<file path="src/rtl/trap_sequencer_pkg.sv">
// Shared definitions for the NABU MegaMapper trap sequencer:
// FSM encoding, default NMI pulse width and the trap-acknowledge port offset.
package trap_sequencer_pkg;

    typedef enum logic [1:0] {
        ST_IDLE     = 2'd0,
        ST_NMI      = 2'd1,
        ST_WAIT_ACK = 2'd2,
        ST_RELEASE  = 2'd3
    } trap_st_e;

    localparam int unsigned NMI_CYCLES_DEFAULT = 4;
    localparam int unsigned PULSE_CNT_W        = 4;

    // Offset of the trap-acknowledge port inside mapper I/O space; decoded upstream into ack_strobe.
    localparam logic [7:0] TRAP_ACK_PORT_OFS   = 8'h38;

endpackage

</file>
<file path="src/rtl/trap_sequencer_edge_detect.sv">
// One-flop edge detector for a Z80 bus strobe; the sample resets high (strobe idle).
module trap_sequencer_edge_detect (
    input  logic clk,
    input  logic reset_n,
    input  logic sig,
    output logic rise,
    output logic fall
);

    logic sig_d;
    logic sig_q;

    always_comb begin
        sig_d = sig;
    end

    always_ff @(posedge clk or negedge reset_n) begin
        if (!reset_n) begin
            sig_q <= 1'b1;
        end else begin
            sig_q <= sig_d;
        end
    end

    assign rise = sig & ~sig_q;
    assign fall = ~sig & sig_q;

endmodule

</file>
<file path="src/rtl/trap_sequencer.sv">
// Virtualization trap sequencer: captures a trapped guest I/O cycle, pulses NMI,
// waits for the monitor's acknowledge and releases on the next opcode fetch.
module trap_sequencer
    import trap_sequencer_pkg::*;
#(
    parameter int unsigned NMI_CYCLES = NMI_CYCLES_DEFAULT
) (
    input  logic       clk,
    input  logic       reset_n,
    input  logic [7:0] addr,
    input  logic [7:0] data_in,
    input  logic       iorq_n,
    input  logic       rd_n,
    input  logic       wr_n,
    input  logic       m1_n,
    input  logic       trap_en,
    input  logic       trap_hit,
    input  logic       ack_strobe,
    output logic       nmi_n,
    output logic       trap_state,
    output logic [7:0] trap_port,
    output logic [7:0] trap_data,
    output logic       trap_dir,
    output logic       overrun
);

    localparam logic [PULSE_CNT_W-1:0] NMI_LOAD = PULSE_CNT_W'(NMI_CYCLES);

    logic iorq_rise, iorq_fall;
    logic m1_rise, m1_fall;
    logic ack_rise, ack_fall;

    trap_sequencer_edge_detect u_iorq_edge (
        .clk     (clk),
        .reset_n (reset_n),
        .sig     (iorq_n),
        .rise    (iorq_rise),
        .fall    (iorq_fall)
    );

    trap_sequencer_edge_detect u_m1_edge (
        .clk     (clk),
        .reset_n (reset_n),
        .sig     (m1_n),
        .rise    (m1_rise),
        .fall    (m1_fall)
    );

    trap_sequencer_edge_detect u_ack_edge (
        .clk     (clk),
        .reset_n (reset_n),
        .sig     (ack_strobe),
        .rise    (ack_rise),
        .fall    (ack_fall)
    );

    // Direction comes from wr_n alone; rd_n is carried for bus completeness.
    logic unused_bits;
    assign unused_bits = iorq_rise | m1_rise | ack_fall | rd_n;

    trap_st_e               state_q, state_d;
    logic [PULSE_CNT_W-1:0] cnt_q, cnt_d;
    logic                   nmi_n_q, nmi_n_d;
    logic                   trap_state_q, trap_state_d;
    logic [7:0]             trap_port_q, trap_port_d;
    logic [7:0]             trap_data_q, trap_data_d;
    logic                   trap_dir_q, trap_dir_d;
    logic                   overrun_q, overrun_d;
    logic                   trap_cyc;

    // Interrupt-acknowledge cycles drive iorq_n with m1_n low and never trap.
    assign trap_cyc = iorq_fall & m1_n & trap_en & trap_hit;

    always_comb begin
        state_d      = state_q;
        cnt_d        = cnt_q;
        nmi_n_d      = nmi_n_q;
        trap_state_d = trap_state_q;
        trap_port_d  = trap_port_q;
        trap_data_d  = trap_data_q;
        trap_dir_d   = trap_dir_q;
        overrun_d    = overrun_q;

        case (state_q)
            ST_IDLE: begin
                if (trap_cyc) begin
                    state_d      = ST_NMI;
                    cnt_d        = NMI_LOAD;
                    nmi_n_d      = 1'b0;
                    trap_state_d = 1'b1;
                    trap_port_d  = addr;
                    trap_dir_d   = ~wr_n;
                    trap_data_d  = wr_n ? 8'h00 : data_in;
                end
            end
            ST_NMI: begin
                if (cnt_q <= PULSE_CNT_W'(1)) begin
                    state_d = ST_WAIT_ACK;
                    cnt_d   = '0;
                    nmi_n_d = 1'b1;
                end else begin
                    cnt_d = cnt_q - PULSE_CNT_W'(1);
                end
            end
            ST_WAIT_ACK: begin
                if (ack_rise) begin
                    state_d      = ST_RELEASE;
                    trap_state_d = 1'b0;
                end
            end
            ST_RELEASE: begin
                if (m1_fall) begin
                    state_d = ST_IDLE;
                end
            end
            default: begin
                state_d = ST_IDLE;
            end
        endcase

        // An ack that finds overrun already set wins over a same-cycle new overrun.
        if (ack_rise && overrun_q) begin
            overrun_d = 1'b0;
        end else if (trap_cyc && (state_q != ST_IDLE)) begin
            overrun_d = 1'b1;
        end
    end

    always_ff @(posedge clk or negedge reset_n) begin
        if (!reset_n) begin
            state_q      <= ST_IDLE;
            cnt_q        <= '0;
            nmi_n_q      <= 1'b1;
            trap_state_q <= 1'b0;
            trap_port_q  <= 8'h00;
            trap_data_q  <= 8'h00;
            trap_dir_q   <= 1'b0;
            overrun_q    <= 1'b0;
        end else begin
            state_q      <= state_d;
            cnt_q        <= cnt_d;
            nmi_n_q      <= nmi_n_d;
            trap_state_q <= trap_state_d;
            trap_port_q  <= trap_port_d;
            trap_data_q  <= trap_data_d;
            trap_dir_q   <= trap_dir_d;
            overrun_q    <= overrun_d;
        end
    end

    // nmi_n comes straight from a flop that resets high, so it cannot glitch low.
    assign nmi_n      = nmi_n_q;
    assign trap_state = trap_state_q;
    assign trap_port  = trap_port_q;
    assign trap_data  = trap_data_q;
    assign trap_dir   = trap_dir_q;
    assign overrun    = overrun_q;

endmodule

</file>
<file path="config.mk">
export PLATFORM = sky130hd
export DESIGN_NAME = trap_sequencer
export DESIGN_NICKNAME = d
export VERILOG_FILES = /design/src/rtl/trap_sequencer_pkg.sv /design/src/rtl/trap_sequencer_edge_detect.sv /design/src/rtl/trap_sequencer.sv
export SDC_FILE = /design/constraint.sdc
export NUM_CORES = 1
export LEC_CHECK = 0
export BUFFER_PORTS_ARGS = -buffer_cell sky130_fd_sc_hd__buf_2
export CORE_MARGIN = 4
export CORE_UTILIZATION = 45
export CTS_BUF_LIST = sky130_fd_sc_hd__clkbuf_4
export DETAILED_ROUTE_END_ITERATION = 8
export HOLD_SLACK_MARGIN = 0.06
export PLACE_DENSITY = 0.72
export SLEW_MARGIN = 20
export SYNTH_ARGS = -nofsm -noshare
export SYNTH_HDL_FRONTEND = slang
export SYNTH_HIERARCHICAL = 1
export SYNTH_SLANG_ARGS = --single-unit
</file>
<file path="constraint.sdc">
create_clock -name clk -period 2.8 [get_ports clk]
set_input_delay 0.42 -clock clk [delete_from_list [all_inputs] [get_ports clk]]
set_output_delay 0.42 -clock clk [all_outputs]
set_load 0.01 [all_outputs]
</file>
==> impl_metrics.tcl <==
set metrics [dict create \
    use_met2_pct 24.9 \
    fin_setup_tns_ps 0 \
    syn_area_per_cell_sq_um 11.7 \
    worstMarginPinSlew_ps 619 \
    final_common_cell "buf_2" \
    grt_max_degree 30 \
    power-per-cell-area_nw_per_um2 848 \
    start_util_pct 47.6 \
    synth_nets 145 \
    clock-sinks 29 \
    avgViaCountPerCell 5.08 \
    n_antenna_cell 0 \
    ys_warn_count 6 \
    grt_pass1_vias 995 \
    path_max_fanout 28 \
    register_area_sq_um 731 \
    placed_cells 185 \
    nFillCells 260 \
    pre_cts_slack_ps 941 \
    syn_area_sq_um 1340 \
    multi_input_area_sq_um 548 \
    hold_path_class "in2async" \
    finalClockSkew_ps 10.1 \
    clock_path_buffers 2 \
    finalCritPeriodShare_pct 63.5 \
    outcome "completed" \
    dieWidth_um 62.5 \
    drc_errors 0 \
    grt-busiest-layer "met2" \
    post_layout_nonfiller_instances 193 \
    row_count 19 \
    ant_nets 0 \
    final_cell_mix "43 x buf_2, 25 x dfrtp_1, 13 x o21ai_0" \
    insertion_delay_ps 320 \
    timing.fmax_ghz 0.562 \
    grt_remaining_overflow 0 \
    core-area_sq_um 2810 \
    cts_tree "done" \
    track_usage_pct 14.5 \
    setup.worst_path.start_class "flop" \
    p_leak_nw 0.840 \
    crit_type "reg2reg" \
    drt_pre_antenna_iters 4 \
    route.detailed.wl_per_inst_um 13.4 \
    dp_hpwl_um 1960 \
    endpoint_kind "flop" \
    rsz0062_at_grt "false" \
    use_met1_pct 15.7 \
    utilization_pct 57.4 \
    gp_congestion 0.777 \
    htreeDepth 2 \
    ctsHoldBuffers 0 \
    worst_r2r_path_depth 4 \
    nets 192 \
    met3_usage_pct 4.68 \
    slew_viol_final 0 \
    drive_above_1_share_pct 42.0 \
    die-area_sq_um 3900 \
    num_vias 981 \
    relSlewSlack_pct 58.7 \
    grt_pass1_wl_um 4440 \
    arrival_ps 1980 \
    cts-root-buf "clkbuf_4" \
    io_pins 45 \
    antenna_found_initial 0 \
    cts_buffers 5 \
    area_growth_pct 20.5 \
    drv_cap 0 \
    required_ps 3010 \
    portBuffers 43 \
    wl_um 2580 \
    die_h_um 62.5 \
    clkTransAtPathRegs_ps 90 \
    postCtsSetupBuffers 0 \
    postCtsResizedCells 0 \
    hold_viol 0 \
    drtIter0Drc 6 \
    fin_ws_ps 1020 \
    ir_drop_mv 0.407 \
    setup_viol 0 \
    synthCells 114 \
    min_period_ps 1780 \
]
final cells by class:
class	instances	share of cell area (%)
clock buffer	5	2.33
multi-input combinational	75	34.1
sequential	29	45.4
tap	31	2.41
inverter	7	1.63
timing repair buffer	43	13.4
clock inverter	3	0.778
per-stage QoR:
| step | total power [mW] | hold slack (ps) | cell area, sq um |
|---|---|---|---|
| floorplan | 0.969 | 124 | 1340 |
| global placement | 1.11 | 458 | 1560 |
| detailed placement | 1.14 | 474 | 1560 |
| CTS | 1.38 | 121 | 1610 |
| global route | 1.47 | 137 | 1610 |
| finish | 1.36 | 97.3 | 1610 |
where the power goes:
part	leakage [nW]	internal, mW	switching [mW]
logic	0.437	0.241	0.270
registers	0.372	0.536	0.0861
clock network	0.0300	0.0905	0.141
state kept, by name, summed over array words and instances (netlist names):
signal	flops
trap_port	8
u_m1_edge/sig_q	1
overrun	1
u_iorq_edge/sig_q	1
state_q	2
trap_dir	1
nmi_n	1
cnt_q	4
trap_data	8
u_ack_edge/sig_q	1
trap_state	1
routing by layer:
| layer | share of wire, % | routed length (um) |
|---|---|---|
| met5 | 0 | 0 |
| met4 | 1.7 | 44 |
| met3 | 5.2 | 134 |
| met1 | 42 | 1090 |
| met2 | 51 | 1310 |
path summary, 6_finish.rpt:
kind	to	from	slack (ps)
worst max-delay path	trap_port[2]	state_q[0]	1020
worst min-delay path	trap_state	reset_n	100
worst max register to register	trap_port[2]	state_q[0]	1020
worst min register to register	trap_dir	trap_dir	480
max in group asynchronous	cnt_q[1]	reset_n	2290
min in group clk	u_iorq_edge/sig_q	iorq_n	200
worst max-delay path, stage by stage, from the launching register on:
cell	delay, ps
dfrtp_1	420
inv_1	110
ha_1	360
nand2_2	370
mux2_2	390
Power figures use the tool's default switching activity.
